==> src/rtl/amms_cmd_pkg.sv <==
`default_nettype none
// ============================================================================
// Module   : amms_cmd_pkg
// Purpose  : Shared types and constants for the AMMS command engine: FSM state
//            encoding, command field positions, control bits, result/status
//            bit offsets and lane geometry.
// Ports    : none (package)
// Revision : 1.0 - initial release
// ============================================================================
package amms_cmd_pkg;

  // State codes double as the status[109:108] state field.
  typedef enum logic [1:0] {
    ST_IDLE = 2'd0,
    ST_LOAD = 2'd1,
    ST_LANE = 2'd2,
    ST_DONE = 2'd3
  } state_t;

  // Bus geometry
  localparam int CMD_W     = 131;
  localparam int RES_W     = 128;
  localparam int WORD_W    = 128;
  localparam int NUM_LANES = 4;

  // Command export fields: [130] wr_pulse, [129:128] addr, [127:0] wdata
  localparam int WR_BIT   = 130;
  localparam int ADDR_LSB = 128;

  localparam logic [1:0] ADDR_DATA = 2'd0;
  localparam logic [1:0] ADDR_CTRL = 2'd1;

  // Control word fields
  localparam int START_BIT = 31;
  localparam int CLEAR_BIT = 30;
  localparam int N_W       = 16;

  // Result export field offsets
  localparam int RES_SUM_LSB  = 0;
  localparam int RES_XOR_LSB  = 32;
  localparam int RES_WD_LSB   = 64;
  localparam int RES_STAT_LSB = 96;

  // Offsets inside the 32-bit status field
  localparam int STAT_BUSY      = 0;
  localparam int STAT_DONE      = 1;
  localparam int STAT_OVF       = 2;
  localparam int STAT_ERR       = 3;
  localparam int STAT_LVL_LSB   = 4;
  localparam int STAT_STATE_LSB = 12;
  localparam int STAT_CYC_LSB   = 16;

endpackage
`default_nettype wire

==> src/rtl/amms_cmd_if.sv <==
`default_nettype none
// ============================================================================
// Module   : amms_cmd_if
// Purpose  : Bundles the two HPS lightweight-bridge exports consumed by the
//            command engine.
// Signals  : cmd_in     [130:0] write export (wr_pulse, addr, wdata)
//            result_out [127:0] readback export (sum, xor, words_done, status)
// Modports : master - HPS side (drives cmd_in, reads result_out)
//            slave  - engine side (reads cmd_in, drives result_out)
// Revision : 1.0 - initial release
// ============================================================================
interface amms_cmd_if;
  import amms_cmd_pkg::*;

  logic [CMD_W-1:0] cmd_in;
  logic [RES_W-1:0] result_out;

  modport master (output cmd_in, input result_out);
  modport slave  (input cmd_in, output result_out);

endinterface
`default_nettype wire

==> src/rtl/amms_cmd_fifo.sv <==
`default_nettype none
// ============================================================================
// Module   : amms_cmd_fifo
// Purpose  : Single-clock, show-ahead FIFO. head always presents the oldest
//            entry when not empty. A push to a full FIFO is dropped even if a
//            pop happens in the same cycle. flush empties it synchronously.
// Ports    : clk, rst           clock, synchronous active-high reset
//            flush              discard all entries
//            push, din          write request and data
//            pop                consume head (ignored when empty)
//            head               current oldest entry
//            full, empty, level occupancy status
// Revision : 1.0 - initial release
// ============================================================================
module amms_cmd_fifo #(
  parameter int DEPTH = 16,
  parameter int WIDTH = 128
) (
  input  wire logic                       clk,
  input  wire logic                       rst,
  input  wire logic                       flush,
  input  wire logic                       push,
  input  wire logic [WIDTH-1:0]           din,
  input  wire logic                       pop,
  output logic      [WIDTH-1:0]           head,
  output logic                            full,
  output logic                            empty,
  output logic      [$clog2(DEPTH):0]     level
);

  localparam int AW    = $clog2(DEPTH);
  localparam int LVL_W = AW + 1;

  logic [WIDTH-1:0] mem [DEPTH];
  logic [AW-1:0]    wr_ptr;
  logic [AW-1:0]    rd_ptr;
  logic [LVL_W-1:0] count;
  logic             do_push;
  logic             do_pop;

  assign full    = (count == LVL_W'(DEPTH));
  assign empty   = (count == '0);
  assign level   = count;
  assign head    = mem[rd_ptr];
  assign do_push = push && !full;
  assign do_pop  = pop && !empty;

  // Storage is not reset; only pointers and count define validity.
  always_ff @(posedge clk) begin
    if (do_push && !flush) begin
      mem[wr_ptr] <= din;
    end
  end

  // Depth is a power of two, so pointers wrap naturally.
  always_ff @(posedge clk) begin
    if (rst || flush) begin
      wr_ptr <= '0;
      rd_ptr <= '0;
      count  <= '0;
    end else begin
      if (do_push) wr_ptr <= wr_ptr + AW'(1);
      if (do_pop)  rd_ptr <= rd_ptr + AW'(1);
      case ({do_push, do_pop})
        2'b10:   count <= count + LVL_W'(1);
        2'b01:   count <= count - LVL_W'(1);
        default: count <= count;
      endcase
    end
  end

endmodule
`default_nettype wire

==> src/rtl/amms_cmd_engine.sv <==
`default_nettype none
// ============================================================================
// Module   : amms_cmd_engine
// Purpose  : Decodes HPS bridge write commands into FIFO data pushes and
//            control (start/clear), then computes a lane-wise 32-bit sum and
//            XOR checksum over N buffered 128-bit words, one lane per cycle.
//            All results and status are returned on a registered readback.
// Ports    : clk_clk     system clock
//            reset_reset synchronous active-high reset
//            bus         amms_cmd_if.slave (cmd_in in, result_out out)
// Options  : AMMS_CMD_CYCLE_CNT_EN - when defined, status[127:112] carries a
//            saturating busy-cycle counter; otherwise it reads 0.
// Revision : 1.0 - initial release
// ============================================================================
module amms_cmd_engine
  import amms_cmd_pkg::*;
#(
  parameter int FIFO_DEPTH = 16,
  parameter int LANE_W     = 32
) (
  input  wire logic   clk_clk,
  input  wire logic   reset_reset,
  amms_cmd_if.slave   bus
);

  localparam int LVL_W = $clog2(FIFO_DEPTH) + 1;

  // ---------------------------------------------------------------- decode
  logic              wr_pulse;
  logic [1:0]        addr;
  logic [WORD_W-1:0] wdata;
  logic              push_req;
  logic              ctrl_wr;
  logic              clear_cmd;
  logic              start_cmd;
  logic              unused_ctrl_bits;

  assign wr_pulse  = bus.cmd_in[WR_BIT];
  assign addr      = bus.cmd_in[ADDR_LSB +: 2];
  assign wdata     = bus.cmd_in[WORD_W-1:0];
  assign push_req  = wr_pulse && (addr == ADDR_DATA);
  assign ctrl_wr   = wr_pulse && (addr == ADDR_CTRL);
  // Clear wins over a simultaneous start.
  assign clear_cmd = ctrl_wr && wdata[CLEAR_BIT];
  assign start_cmd = ctrl_wr && wdata[START_BIT] && !clear_cmd;
  assign unused_ctrl_bits = ^wdata[CLEAR_BIT-1:N_W];

  // ---------------------------------------------------------------- state
  state_t            state_q, state_nxt;
  logic [N_W-1:0]    n_q, n_nxt;
  logic [N_W-1:0]    wd_q, wd_nxt;
  logic [31:0]       sum_q, sum_nxt;
  logic [31:0]       xor_q, xor_nxt;
  logic [1:0]        lane_q, lane_nxt;
  logic [WORD_W-1:0] work_q, work_nxt;
  logic              ovf_q, ovf_nxt;
  logic              err_q, err_nxt;

  logic              busy_q;
  logic              start_ok;

  assign busy_q   = (state_q == ST_LOAD) || (state_q == ST_LANE);
  assign start_ok = start_cmd && !busy_q;

  // ---------------------------------------------------------------- FIFO
  logic [WORD_W-1:0] fifo_head;
  logic              fifo_full;
  logic              fifo_empty;
  logic [LVL_W-1:0]  fifo_level;
  logic              push_ok;
  logic              pop;
  logic [LVL_W-1:0]  level_nxt;

  assign pop     = (state_q == ST_LOAD) && !fifo_empty && !clear_cmd;
  assign push_ok = push_req && !fifo_full;

  amms_cmd_fifo #(
    .DEPTH (FIFO_DEPTH),
    .WIDTH (WORD_W)
  ) u_fifo (
    .clk   (clk_clk),
    .rst   (reset_reset),
    .flush (clear_cmd),
    .push  (push_req),
    .din   (wdata),
    .pop   (pop),
    .head  (fifo_head),
    .full  (fifo_full),
    .empty (fifo_empty),
    .level (fifo_level)
  );

  // The readback shows post-edge values, so the FIFO level is predicted
  // here alongside the other next-state values.
  always_comb begin
    level_nxt = fifo_level;
    if (clear_cmd) begin
      level_nxt = '0;
    end else begin
      case ({push_ok, pop})
        2'b10:   level_nxt = fifo_level + LVL_W'(1);
        2'b01:   level_nxt = fifo_level - LVL_W'(1);
        default: level_nxt = fifo_level;
      endcase
    end
  end

  // ---------------------------------------------------------------- lanes
  logic [LANE_W-1:0] lanes [NUM_LANES];

  for (genvar gi = 0; gi < NUM_LANES; gi++) begin : g_lane
    assign lanes[gi] = work_q[gi*LANE_W +: LANE_W];
  end

  // ---------------------------------------------------------------- FSM
  always_comb begin
    state_nxt = state_q;
    n_nxt     = n_q;
    wd_nxt    = wd_q;
    sum_nxt   = sum_q;
    xor_nxt   = xor_q;
    lane_nxt  = lane_q;
    work_nxt  = work_q;
    ovf_nxt   = ovf_q || (push_req && fifo_full);
    err_nxt   = err_q || (start_cmd && busy_q);

    if (clear_cmd) begin
      state_nxt = ST_IDLE;
      wd_nxt    = '0;
      sum_nxt   = '0;
      xor_nxt   = '0;
      ovf_nxt   = 1'b0;
      err_nxt   = 1'b0;
    end else begin
      case (state_q)
        ST_IDLE, ST_DONE: begin
          if (start_ok) begin
            n_nxt     = wdata[N_W-1:0];
            wd_nxt    = '0;
            sum_nxt   = '0;
            xor_nxt   = '0;
            state_nxt = (wdata[N_W-1:0] == '0) ? ST_DONE : ST_LOAD;
          end
        end
        ST_LOAD: begin
          // Stall here until a word is available.
          if (!fifo_empty) begin
            work_nxt  = fifo_head;
            lane_nxt  = 2'd0;
            state_nxt = ST_LANE;
          end
        end
        ST_LANE: begin
          sum_nxt  = sum_q + lanes[lane_q];
          xor_nxt  = xor_q ^ lanes[lane_q];
          lane_nxt = lane_q + 2'd1;
          if (lane_q == 2'(NUM_LANES - 1)) begin
            wd_nxt    = wd_q + N_W'(1);
            state_nxt = ((wd_q + N_W'(1)) == n_q) ? ST_DONE : ST_LOAD;
          end
        end
        default: state_nxt = ST_IDLE;
      endcase
    end
  end

  // ---------------------------------------------------------------- cycle counter
  logic [15:0] cyc_nxt;

`ifdef AMMS_CMD_CYCLE_CNT_EN
  logic [15:0] cyc_q;

  always_comb begin
    cyc_nxt = cyc_q;
    if (clear_cmd || start_ok) begin
      cyc_nxt = '0;
    end else if (busy_q && (cyc_q != 16'hFFFF)) begin
      cyc_nxt = cyc_q + 16'd1;
    end
  end

  always_ff @(posedge clk_clk) begin
    if (reset_reset) cyc_q <= '0;
    else             cyc_q <= cyc_nxt;
  end
`else
  assign cyc_nxt = '0;
`endif

  // ---------------------------------------------------------------- readback
  logic [7:0]       lvl8;
  logic [31:0]      status_nxt;
  logic [RES_W-1:0] result_nxt;

  always_comb begin
    lvl8             = '0;
    lvl8[LVL_W-1:0]  = level_nxt;

    status_nxt                           = '0;
    status_nxt[STAT_BUSY]                = (state_nxt == ST_LOAD) || (state_nxt == ST_LANE);
    status_nxt[STAT_DONE]                = (state_nxt == ST_DONE);
    status_nxt[STAT_OVF]                 = ovf_nxt;
    status_nxt[STAT_ERR]                 = err_nxt;
    status_nxt[STAT_LVL_LSB +: 8]        = lvl8;
    status_nxt[STAT_STATE_LSB +: 2]      = state_nxt;
    status_nxt[STAT_CYC_LSB +: 16]       = cyc_nxt;

    result_nxt                           = '0;
    result_nxt[RES_SUM_LSB +: 32]        = sum_nxt;
    result_nxt[RES_XOR_LSB +: 32]        = xor_nxt;
    result_nxt[RES_WD_LSB +: N_W]        = wd_nxt;
    result_nxt[RES_STAT_LSB +: 32]       = status_nxt;
  end

  always_ff @(posedge clk_clk) begin
    if (reset_reset) begin
      state_q        <= ST_IDLE;
      n_q            <= '0;
      wd_q           <= '0;
      sum_q          <= '0;
      xor_q          <= '0;
      lane_q         <= '0;
      work_q         <= '0;
      ovf_q          <= 1'b0;
      err_q          <= 1'b0;
      bus.result_out <= '0;
    end else begin
      state_q        <= state_nxt;
      n_q            <= n_nxt;
      wd_q           <= wd_nxt;
      sum_q          <= sum_nxt;
      xor_q          <= xor_nxt;
      lane_q         <= lane_nxt;
      work_q         <= work_nxt;
      ovf_q          <= ovf_nxt;
      err_q          <= err_nxt;
      bus.result_out <= result_nxt;
    end
  end

endmodule
`default_nettype wire
==> src/flat_wrapper.sv <==
// flat-port wrapper written by rule: the top's interface ports become plain ports
module amms_cmd_engine_flat import amms_cmd_pkg::*;
#(
  parameter int FIFO_DEPTH = 16,
  parameter int LANE_W     = 32
)
  (clk_clk, reset_reset, bus_cmd_in, bus_result_out);
  amms_cmd_if bus_i ();
  input  wire logic clk_clk;
  input  wire logic reset_reset;
  input wire logic [$bits(bus_i.cmd_in)-1:0] bus_cmd_in;
  output wire logic [$bits(bus_i.result_out)-1:0] bus_result_out;
  assign bus_i.cmd_in = bus_cmd_in;
  assign bus_result_out = bus_i.result_out;
  amms_cmd_engine #(.FIFO_DEPTH(FIFO_DEPTH), .LANE_W(LANE_W)) u_core (.clk_clk(clk_clk), .reset_reset(reset_reset), .bus(bus_i));
endmodule
==> config.mk <==
export PLATFORM = sky130hd
export DESIGN_NAME = amms_cmd_engine_flat
export DESIGN_NICKNAME = d
export VERILOG_FILES = /design/src/rtl/amms_cmd_pkg.sv /design/src/rtl/amms_cmd_if.sv /design/src/rtl/amms_cmd_fifo.sv /design/src/rtl/amms_cmd_engine.sv /design/src/flat_wrapper.sv
export SDC_FILE = /design/constraint.sdc
export NUM_CORES = 2
export LEC_CHECK = 0
export ABC_AREA = 1
export CAP_MARGIN = 15
export CORE_MARGIN = 8
export CORE_UTILIZATION = 40
export CTS_CLUSTER_SIZE = 8
export DETAILED_ROUTE_END_ITERATION = 10
export PLACE_DENSITY = 0.59
export SKIP_LAST_GASP = 1
export SYNTH_ARGS = -nofsm -noshare
export SYNTH_HDL_FRONTEND = slang
export SYNTH_HIERARCHICAL = 1
export SYNTH_SLANG_ARGS = --single-unit
==> constraint.sdc <==
create_clock -name clk_clk -period 17.3 [get_ports clk_clk]
set_input_delay 3.46 -clock clk_clk [delete_from_list [all_inputs] [get_ports clk_clk]]
set_output_delay 3.46 -clock clk_clk [all_outputs]
set_load 0.05 [all_outputs]
# Yosys cells after proc, flatten, opt, wreduce, memory -nomap -nowiden
# Memory sizes are Yosys's and may differ from the RTL's. A register that Yosys moved wholly into a read port is not among the register bits.
# Index checks and enable logic that the tools add are counted.
[word_totals]
reg_bits = 243
latchBits = 0
ram_bits = 2048
rom_bits = 0
input_bits = 133
wordCells = 103
memories = 1
[memory_table]
columns = ["memory", "words", "word_bits", "read_ports", "rd_ports_with_merged_regs", "write_ports", "line", "source"]
rows = [
  ["u_core.u_fifo.mem", 16, 128, 1, 1, 1, "amms_cmd_fifo.sv:34", "logic [WIDTH-1:0] mem [DEPTH];"],
]
[classes]
addsub = 7
multipliers = 0
n_div = 0
n_lt_le_gt_ge = 1
n_eq_ne = 15
n_shift = 0
mux = 28
bitwise = 4
reduce_logical = 33
[ops]
columns = ["operator", "n"]
rows = [
  ["$mux 32", 6],
  ["$pmux 32 s2", 2],
  ["$bmux 32 s2", 1],
  ["$mux 16", 3],
  ["$add 32x32->32", 1],
  ["$pmux 16 s2", 1],
  ["$xor 32x32->32", 1],
  ["$pmux 5 s2", 2],
  ["$add 16x1->16 const B", 1],
  ["$eq 16x16->1", 1],
  ["$logic_not 16->1", 1],
  ["$eq 2x2->1 const B", 7],
  ["$mux 2", 7],
  ["$logic_and 1x1->1", 13],
  ["$eq 2x1->1 const B", 5],
  ["$reduce_and 3->1", 3],
  ["$add 4x1->4 const B", 2],
  ["$pmux 2 s3", 1],
  ["$add 5x1->5 const B", 1],
  ["$eq 5x5->1 const B", 1],
  ["$logic_not 5->1", 1],
  ["$logic_or 1x1->1", 5],
  ["$sub 5x1->5 const B", 1],
  ["$logic_not 1->1", 4],
  ["other kinds (10)", 17],
]

# Logic depth before layout (Yosys ltp)
[depth]
depth_word = 11
ltp_mapped = 21
ltp_nobuf = 20

# Modules after synthesis
# The synthesis kept the hierarchy.
[by_module_without_submodules]
columns = ["module", "instances", "cells_each", "area_each_um2", "seq_area_each_um2"]
rows = [
  ["amms_cmd_fifo", 1, 7759, 85690.9, 61839.3],
  ["amms_cmd_engine", 1, 1815, 12454.4, 4744.6],
]

# Worst setup path after synthesis
# No wires, ideal clock.
[synth_path]
path_type = "input to register"
startpoint = "input bus_cmd_in[128]"
endpoint = "memory u_core.u_fifo.mem[11][0], enable pin"
setup_time_ps = 772
arrival_ps = 12849
t_required_ps = 16528
setup_slack_ps = 3678
cell_stages = 5
n_path_buf = 0
cell_sequence = "nor3_1 -> nand2_1 -> inv_1 -> nand2_1 -> nor3_1"
[synth_between]
elab_chain_len = 7
word_cells_on_any_way = 10
[synth_lines]
columns = ["item", "line", "source"]
rows = [
  ["from (decl)", "flat_wrapper.sv:11", "input wire logic [$bits(bus_i.cmd_in)-1:0] bus_cmd_in;"],
  ["$eq 2x1->1", "amms_cmd_engine.sv:42", "assign ctrl_wr = wr_pulse && (addr == ADDR_CTRL);"],
  ["$logic_and 1x1->1", "amms_cmd_engine.sv:42", ""],
  ["$logic_and 1x1->1", "amms_cmd_engine.sv:44", "assign clear_cmd = ctrl_wr && wdata[CLEAR_BIT];"],
  ["$logic_not 1->1", "amms_cmd_fifo.sv:50", "if (do_push && !flush) begin"],
  ["$logic_and 1x1->1 *", "amms_cmd_fifo.sv:50", ""],
  ["$mux 1 *", "amms_cmd_fifo.sv:50", ""],
  ["$mux 1 (implied by the code) *", "amms_cmd_fifo.sv:51", "mem[wr_ptr] <= din;"],
  ["to (decl)", "amms_cmd_fifo.sv:34", ""],
]
# Every way passes the cells marked *; elsewhere a longest branch is shown, timed or not.

# Worst setup path after layout
[layout_path]
startpoint = "input bus_cmd_in[30]"
endpoint = "memory u_core.u_fifo.mem[10][69], enable pin"
[layout_between]
elab_chain_len = 5
[layout_lines]
columns = ["item", "line", "source"]
rows = [
  ["$logic_and 1x1->1", "amms_cmd_engine.sv:44", ""],
  ["net u_core.clear_cmd", "amms_cmd_engine.sv:34", "logic clear_cmd;"],
  ["$logic_not 1->1", "amms_cmd_fifo.sv:50", ""],
  ["$logic_and 1x1->1", "amms_cmd_fifo.sv:50", ""],
  ["$mux 1", "amms_cmd_fifo.sv:50", ""],
  ["$mux 1 (implied by the code)", "amms_cmd_fifo.sv:51", ""],
]
# The timed path passes the listed nets, and every way through them passes these cells.

==> flow_summary.json <==
{
  "status": "completed",
  "fp.dieW_um": 511.3,
  "area_delta_synth_final_pct": 14.06,
  "grt_max_degree": 206,
  "rrSetupSlack_ns": 11.71,
  "rows": 182,
  "rsz0062_at_grt": "no",
  "worstPathMaxFanout": 46,
  "yosys.area.top_type": "edfxtp_1",
  "cts_tree": "yes",
  "fmax_mhz": 139.1,
  "gp_congestion": 0.8690,
  "grt_pass1_wl_um": 424800,
  "htree_levels": 5,
  "slowest_delay_ns": 0.79,
  "yosys.area.top_type_share_pct": 62.66,
  "synth_top_flop_cell": "edfxtp_1",
  "worstPathCellList": "clkdlybuf4s50_1 -> inv_1 -> nor2_2 -> nor2_1 -> nand2_1 -> nor2_4 -> buf_4 -> buf_4 -> buf_4",
  "clkPwrFrac_pct": 42.2,
  "seq_power_share_pct": 45.3,
  "worst_setup_path_end_kind": "flip-flop",
  "seq_area_frac_synth_pct": 67.84,
  "crit_type": "in2reg",
  "dieHeight_um": 511.3,
  "drive_above_1_share_pct": 5.457,
  "cts_inserted_buffers": 339,
  "vdd_drop_max_mv": 0.1215,
  "start_kind": "primary input",
  "slowest_stage": "buf_4",
  "tns_ns": 0,
  "yosysUniqueCellTypes": 48,
  "period_minus_slack_ns": 7.187,
  "fin_skew_ns": 0.09819,
  "drt-initial-drc-count": 6997,
  "clk_path_buf_depth": 4,
  "p_int_w": 0.01012,
  "setup_ws_ns": 10.11,
  "finalWirelength_um": 284200,
  "wl_met2_um": 132300,
  "synth_common_cells": "3103 x nand2_1, 2048 x edfxtp_1, 1536 x nand3_1",
  "clock_sinks": 2302,
  "p_comb_share_pct": 12.5,
  "postCtsSetupBuffers": 0,
  "hold_path_class": "reg2reg",
  "swShare_pct": 26.32,
  "synth-edff-count": 2048,
  "dr.max_layer_used": "met5",
  "nets": 9910,
  "met1Wirelength_um": 123600,
  "ys_seq_elements": 2302,
  "period_share_pct": 41.54,
  "crit_arrival_ns": 7.65,
  "dp_slack_ns": 9.256,
  "vias": 69040,
  "syn_inst": 9574,
  "clock_latency_ns": 0.94,
  "start_util_pct": 40.06,
  "crit_path_end": "u_core/u_fifo/mem[10][69]$_DFFE_PP_",
  "crit_start": "bus_cmd_in[30]",
  "setup_viol": 0,
  "ant_nets": 0,
  "route.met3.wl_um": 21830,
  "antenna_found_initial": 37,
  "drc": 0,
  "ios": 261,
  "netlist_area_um2": 98150,
  "finalHoldViolCount": 0,
  "post_cts_resized": 0,
  "yosys-top-cells-area": "edfxtp_1 63%, nand2_1 12%, nand3_1 7.8%, dfxtp_1 5.2%, inv_1 3.6%",
  "synthArstFlopShare_pct": 0,
  "worst_hold_slack_ns": 0.4719,
  "gr-usage-all-layers_pct": 20.95,
  "leakagePower_nw": 43.51,
  "yosysMostFrequentCell": "nand2_1",
  "coreArea_um2": 245000,
  "relSlewSlack_pct": 18.06,
  "min_path_cells": 2,
  "hpwlAfterDp_um": 158100,
  "critPathRequiredTime_ns": 17.76,
  "worst_pin_slew_ns": 1.229,
  "yosys_warnings": 6,
  "grt_pass1_vias": 66340,
  "clk_pin_slew_ns": 0.05,
  "r2r_cells": 12,
  "slew_violations": 0,
  "io_buffers": 223,
  "hold_buffers": 0,
  "timing.rr.end": "u_core/work_q[106]$_SDFFE_PP0P_",
  "wl_per_cell_um": 21.77,
  "max_cap_viol_count": 0,
  "root_buffer": "clkbuf_16",
  "avgSynthCellArea_um2": 10.25,
  "dieArea_um2": 261500,
  "drt-pass1-iter-count": 6,
  "p_per_area_nw_per_um2": 122.7,
  "critPathMostFrequentCell": "buf_4",
  "viasPerCell": 5.288,
  "grt_overflow": 0,
  "switchingPower_w": 0.003614
}
## sequential cells by signal, indices dropped and copies added, names as in the netlist, named ones only
register               count
u_core/bus.result_out     91
u_core/lane_q              2
u_core/n_q                16
u_core/u_fifo/level        5
u_core/u_fifo/mem       2048
u_core/u_fifo/rd_ptr       4
u_core/u_fifo/wr_ptr       4
u_core/work_q            128
## cell type report
class / count / area, µm²
diodes: 13 / 32.53
clock buffers: 427 / 8909
clock inverters: 13 / 130.1
fillers: 22250 / 133100
inverters: 950 / 3603
multi-input cells: 5801 / 25480
flip-flops and latches: 2302 / 66600
well taps: 3220 / 4029
repair buffers: 330 / 3161
## cells in the final DEF, fill, tap and decap left out, types with 35 or more instances in the layout
cell / count
a21oi_1: 165
buf_4: 97
clkbuf_1: 83
clkbuf_16: 343
clkdlybuf4s50_1: 223
conb_1: 37
dfxtp_1: 249
edfxtp_1: 2048
ha_1: 50
inv_1: 937
nand2_1: 3101
nand3_1: 1536
nor2_1: 421
o211ai_1: 35
o21ai_0: 284
## logic make-up (layout without fill, tap and decap cells)
logic type,after synthesis,after routing,synth area share [%]
other,1,50,0.003821
xor gates and xnor gates,13,13,0.1313
DFF,2302,2302,67.84
adders and majority gates,53,53,0.6986
AOI/OAI and AO/OA,542,542,2.963
and+or+nand+nor,5156,5156,21.90
buffers and inverters,1507,1720,6.457
## stage by stage
step	total power (W)	instance area, µm²	std cells	util, %
after global placement	0.008008	102900	12600	41.98
final	0.01373	111900	13060	45.69
after detailed placement	0.008026	102900	12600	41.98
after global routing	0.01420	111900	13050	45.68
after floorplan	0.007357	98280	9610	-
after CTS	0.01382	111900	13040	45.67
## layer usage
layer	vias up	GRT usage, %
li1	32090	-
met4	12	5.257
met3	444	3.769
met5	-	0
met1	33790	29.16
met2	2712	34.11
## how the worst min path moves through the flow
stage / start / end / slack (ns)
global route: u_core/n_q[8]$_SDFFE_PP0P_ / u_core/n_q[8]$_SDFFE_PP0P_ / 0.48
finish: u_core/n_q[0]$_SDFFE_PP0P_ / u_core/n_q[0]$_SDFFE_PP0P_ / 0.47
floorplan: u_core/bus.result_out[98]$_SDFF_PP0_ / u_core/bus.result_out[98]$_SDFF_PP0_ / 0.43
CTS: u_core/n_q[8]$_SDFFE_PP0P_ / u_core/n_q[8]$_SDFFE_PP0P_ / 0.47
detailed placement: u_core/work_q[56]$_SDFFE_PP0P_ / u_core/work_q[56]$_SDFFE_PP0P_ / 0.47
global placement: u_core/n_q[0]$_SDFFE_PP0P_ / u_core/n_q[0]$_SDFFE_PP0P_ / 0.46
## power groups by stage
| stage | Combinational, W | Clock, W | Sequential (W) |
|---|---|---|---|
| detailed placement | 0.00170 | 0 | 0.00633 |
| floorplan | 0.000982 | 0 | 0.00638 |
| global route | 0.00186 | 0.00611 | 0.00623 |
| finish | 0.00172 | 0.00579 | 0.00623 |
| global placement | 0.00168 | 0 | 0.00633 |
| CTS | 0.00170 | 0.00589 | 0.00622 |
## worst max-delay path, delay by kind of cell
family | cells | cell delay, ns
buf+inv | 5 | 3.21
simple gates | 4 | 0.88
(Power assumes the default switching activity.)
